$ cat config.mk
export PLATFORM = sky130hd
export DESIGN_NAME = clk_div_multi
export DESIGN_NICKNAME = d
export VERILOG_FILES = /design/src/rtl/clk_div_multi.sv
export SDC_FILE = /design/constraint.sdc
export NUM_CORES = 1
export LEC_CHECK = 0
export ABC_AREA = 1
export CAP_MARGIN = 20
export CORE_ASPECT_RATIO = 2
export CORE_UTILIZATION = 40
export DETAILED_ROUTE_END_ITERATION = 8
export GPL_TIMING_DRIVEN = 0
export PLACE_DENSITY = 0.52
export SYNTH_ARGS = -nofsm -noshare
export SYNTH_HDL_FRONTEND = slang
export SYNTH_SLANG_ARGS = --single-unit
$ cat constraint.sdc
create_clock -name clk_in -period 4.6 [get_ports clk_in]
set_input_delay 0.46 -clock clk_in [delete_from_list [all_inputs] [get_ports clk_in]]
set_output_delay 0.46 -clock clk_in [all_outputs]
set_load 0.05 [all_outputs]
$ cat src/rtl/clk_div_multi.sv
// Multi-channel programmable clock divider: per-channel tick strobe and 50% square output.
// All outputs registered; a write clears the target counter, sync clears every counter.
module clk_div_multi #(
  parameter int CLK_FREQ = 50_000_000,
  parameter int NUM_CH   = 4,
  parameter int CNT_W    = 26,
  parameter int CH_W     = 2
) (
  input  logic              clk_in,
  input  logic              reset,
  input  logic [NUM_CH-1:0] enable,
  input  logic              sync,
  input  logic              wr_en,
  input  logic [CH_W-1:0]   wr_ch,
  input  logic [CNT_W-1:0]  wr_div,
  output logic [NUM_CH-1:0] tick,
  output logic [NUM_CH-1:0] clk_out
);

  localparam logic [CNT_W-1:0] RST_DIV = CNT_W'(CLK_FREQ / 2);
  localparam logic [CNT_W-1:0] ONE     = CNT_W'(1);

  logic [CNT_W-1:0] div_q [NUM_CH];
  logic [CNT_W-1:0] cnt_q [NUM_CH];
  logic [CNT_W-1:0] last  [NUM_CH];

  // A divide value of 0 behaves like 1, so both wrap at count 0.
  always_comb begin
    for (int i = 0; i < NUM_CH; i++) begin
      last[i] = (div_q[i] == '0) ? '0 : div_q[i] - ONE;
    end
  end

  always_ff @(posedge clk_in) begin
    for (int i = 0; i < NUM_CH; i++) begin
      if (!reset) begin
        div_q[i]   <= RST_DIV;
        cnt_q[i]   <= '0;
        tick[i]    <= 1'b0;
        clk_out[i] <= 1'b0;
      end else if (wr_en && (wr_ch == CH_W'(i))) begin
        div_q[i] <= wr_div;
        cnt_q[i] <= '0;
        tick[i]  <= 1'b0;
      end else if (sync) begin
        cnt_q[i] <= '0;
        tick[i]  <= 1'b0;
      end else if (enable[i]) begin
        if (cnt_q[i] == last[i]) begin
          cnt_q[i]   <= '0;
          tick[i]    <= 1'b1;
          clk_out[i] <= ~clk_out[i];
        end else begin
          cnt_q[i] <= cnt_q[i] + ONE;
          tick[i]  <= 1'b0;
        end
      end else begin
        tick[i] <= 1'b0;
      end
    end
  end

endmodule
==> results.txt <==
In this run the worst path has a maximum fanout of 10. The layout overhead on the synthesized area came out at 13.3%. In this run the standard cell core region covers roughly 39000 sq um. Buffers inserted during clock tree synthesis total 23.

The number of clock sinks seen by CTS is 216. The switching part of the total is 0.282. The area used by multi-input combinational logic is approximately 7900 sq um. The area taken by flip-flops and latches is about 6400 sq um. The final clock period utilization by the worst path came out at 0.733.

The count of placed standard cells including taps came out at 2732. Sorting the synthesized cells by area gives the leading types as edfxtp_1, nand2_1, nor2_1. In the routed layout, each cell is associated on average with a via count of 5.05. The clock insertion delay at the later pin of the skew report is between 0.5 and 0.6 ns. The overall fraction of global-route tracks in use is 0.247. The power per cell area came out at 294 nW/um^2. The ratio of cells with drive above 1 in the final layout came out at 0.0677. Setup repair after global routing left no endpoint under its margin. The run finished with clean final reports. The type of the most critical hold path is primary input to register. The number of antenna cells inserted is 0. The async set-or-reset flop fraction in the synthesized netlist is 0. By instance count, the cell type seen most on the critical path is nor2_1. The pre-CTS setup slack is roughly 0.58 ns. The number of buffers inserted to repair setup after CTS came out at 0. The part of the power in combinational logic is 0.138. The met2 global-route usage is 0.473.

The global-route wire length before repair is roughly 75000 um. The internal reg-to-reg setup slack came out at 1.23 ns. The worst setup path is captured at a register.

On the critical path the largest part of the delay comes from simple AND/OR/NAND/NOR gates. The clock transition at the register clock pins on the worst setup and hold paths after CTS came out at ~0.07 ns. For the worst setup path, the data arrival time is between 3 and 4 ns. The clock group share of total power is 0.398.

The setup slack of the critical path after layout came out at around 1.2 ns. The reported net switching power came out at about 1.5 mW. By count the netlist is led by nand2_1, nor2_1, inv_1. At the end of the flow, the number of nets in the layout was between 2000 and 2500. The number of global-route vias before repair came to approximately 14000. On the critical path, the stage with the largest delay is an instance of edfxtp_1.

Once layout is complete, the utilization of the core stands at 0.460. The starting density of the core is 0.406. The critical path is of the register to register type. The endpoint required time on the critical path came out at 4.89 ns. The total wire length came out at 48200 um.

The endpoint of the worst hold-timing path is clk_out[3]$_SDFFE_PN0P_. The cell sitting at the root of the clock tree is a clkbuf_16. The post-route non-filler standard cell count came out at approximately 2800. The largest vdd supply drop is 311 uV.

During synthesis, Yosys emitted a total of 0 warnings. The post-cts gate resize count is 0. The largest stage delay on the critical path came out at approximately 0.47 ns. The die outline height came out at 282 um.

met2 is the most crowded layer. The fraction of met3 tracks used by global routing is 0.0207. Among all flip-flop cells after synthesis, the most frequent one is edfxtp_1. The count of unresolved DRC violations after routing came out at 0.

The sort of element at the start of the critical path is a register. The share of the Yosys chip area taken by registers is 0.408. Routability-driven placement finished with a final weighted congestion of between 0.9 and 1. The hold path startpoint is reset. The clock tree buffer depth is 3. The number of cell rows came out at approximately 100. Walking the worst path, the cells encountered are nor2_1, nand2_1, nor2_4, nand4_2, nand3_1, xor2_1, nand2_1, nor2_1, nand3_2, nand3_4, buf_4, nor2_1. The average wire per cell in the routed design is ~17 um. The area share of the leading cell type in the synthesized netlist is 0.398. The final critical delay including setup and external delays came out at around 3.4 ns. The final sum of negative setup slack came out at 0 ns.

The total half-perimeter wirelength after legalization and detailed placement is between 30000 and 40000 um. The standby leakage power is approximately 7.2 nW. The count of buffers from port buffering is 42. Cell internal power was estimated by the tool at approximately 3.8 mW. The initial antenna violation count is 0. The number of I/O pins came out at 44. The register bit total from synthesis came out at about 220. The synthesized net count came out at around 2200. The final setup skew came out at 0.0192 ns.

The final max-slew violation count came out at 0. The startpoint of the most critical register-to-register path is div_q[2][2]$_SDFFCE_PN0P_. The total congestion overflow after global routing came out at 0. The met1 track demand over resource is 0.256. The number of synthesized flops with an enable pin came out at roughly 210. In this run the number of H-tree levels came out at 1. The endpoint identified for the worst register-to-register timing path is cnt_q[2][13]$_SDFFCE_PN0P_. The number of maximum-capacitance constraint violations is 0.

The top cell type by total area after synthesis is edfxtp_1. TritonCTS built the clock tree. The first-pass iteration count of the detailed router came out at 5. The distinct cell type count of the synthesized netlist is between 40 and 50. For this block, the via count after detailed routing is 14000. The pin count of the biggest net entering global routing is 28. The number of hold violations in the final report came to 0. The die extent in x came out at around 140 um.

The slew of the pin with the lowest slew margin is 0.984 ns. The worst register-to-register path has a depth of 12. The number of filler cells placed in the layout is approximately 3900. The final total power is between 5 and 6 mW. The count of routing violations after the opening detailed-route iteration is approximately 820. The number of nets still failing antenna checks after routing is 0. The maximum clock frequency is 0.297 GHz. The total standard cell area after synthesis came out at approximately 16000 sq um.

The relative slew slack is 0.344. The floorplan die area came out at about 40000 sq um. The average cell area after synthesis is between 7 and 8 sq um. The relative contribution of sequential cells to total power is 0.464. The count of buffer and inverter cells on the critical path is 1. After clock tree synthesis, the flow added hold-fix buffers numbering 0.

The hold-critical path depth is 3. The number of setup violations in the final report is 0. The most used standard cell by instance count after synthesis is nand2_1.

The post-synthesis instance total came out at 2169.
==> state kept, by name, indices dropped and copies added (netlist names) <==
register / count
tick: 4
div_q: 104
cnt_q: 104
clk_out: 4
==> layout by cell type, fill, tap and decap left out, types with 7 or more instances in the layout <==
cell type	n
nand2_1	574
nor2_1	396
inv_1	301
edfxtp_1	208
nand3_1	194
nand4_1	83
nor3_1	71
xor2_1	71
clkdlybuf4s50_1	42
o21ai_0	39
nor2_4	30
a21oi_1	23
clkbuf_16	23
nor4_1	17
nor2_2	15
xnor2_1	15
o21bai_1	13
nand3b_1	12
buf_6	11
clkbuf_1	10
ha_1	8
dfxtp_1	8
nand2_2	7
nand3_2	7
==> layer usage <==
metal / wire, um / vias to the layer above
met5: 0 / -
met4: 3130 / 0
met3: 1420 / 123
met2: 25900 / 309
met1: 17800 / 6396
li1: - / 7208
==> metrics by stage <==
step	area (sq um)	hold WS [ns]
floorplan	15700	0.574
global placement	16800	0.524
detailed placement	16800	0.533
CTS	17600	0.410
global route	17800	0.442
finish	17800	0.433
==> logic make-up after synthesis <==
| family | count (synthesis) | share of synthesized area |
|---|---|---|
| compound gates | 89 | 0.0328 |
| fa+ha+maj | 8 | 0.00638 |
| flops | 216 | 0.408 |
| xor+xnor | 87 | 0.0490 |
| simple gates | 1431 | 0.414 |
| buf+inv | 338 | 0.0893 |
==> power groups by stage <==
| stage | clock [mW] | combinational [mW] | sequential, mW |
|---|---|---|---|
| 2_1_floorplan | 0 | 0.503 | 2.41 |
| 3_3_place_gp | 0 | 0.696 | 2.47 |
| 3_5_place_dp | 0 | 0.703 | 2.46 |
| 4_1_cts | 2.13 | 0.706 | 2.43 |
| 5_1_grt | 2.18 | 0.812 | 2.45 |
| 6_report | 2.08 | 0.722 | 2.43 |
==> tightest hold or removal path: cells and delay by family <==
family	cells	cell delay [ns]
simple gates	2	0.19
buf+inv	1	0.29
==> worst max-delay path by stage <==
stage | cells past startpoint | startpoint | slack [ns] | end
floorplan | 5 | reset | 1.91 | cnt_q[3][0]$_SDFFCE_PN0P_
global placement | 8 | wr_ch[0] | 0.64 | cnt_q[3][25]$_SDFFCE_PN0P_
detailed placement | 8 | wr_ch[0] | 0.58 | cnt_q[3][25]$_SDFFCE_PN0P_
CTS | 13 | div_q[0][5]$_SDFFCE_PN0P_ | 1.16 | cnt_q[0][23]$_SDFFCE_PN0P_
global route | 13 | div_q[0][5]$_SDFFCE_PN0P_ | 0.96 | cnt_q[0][25]$_SDFFCE_PN0P_
finish | 12 | div_q[2][2]$_SDFFCE_PN0P_ | 1.23 | cnt_q[2][13]$_SDFFCE_PN0P_
==> final cells by class <==
cell class / instances / share of cell area
Buffer: 31 / 0.0141
Clock buffer: 24 / 0.0326
Clock inverter: 17 / 0.0141
Inverter: 307 / 0.0648
Multi-Input combinational cell: 1615 / 0.444
Sequential cell: 216 / 0.360
Tap cell: 520 / 0.0366
Timing Repair Buffer: 49 / 0.0338
No activity file was read; power rests on OpenSTA's default activity.
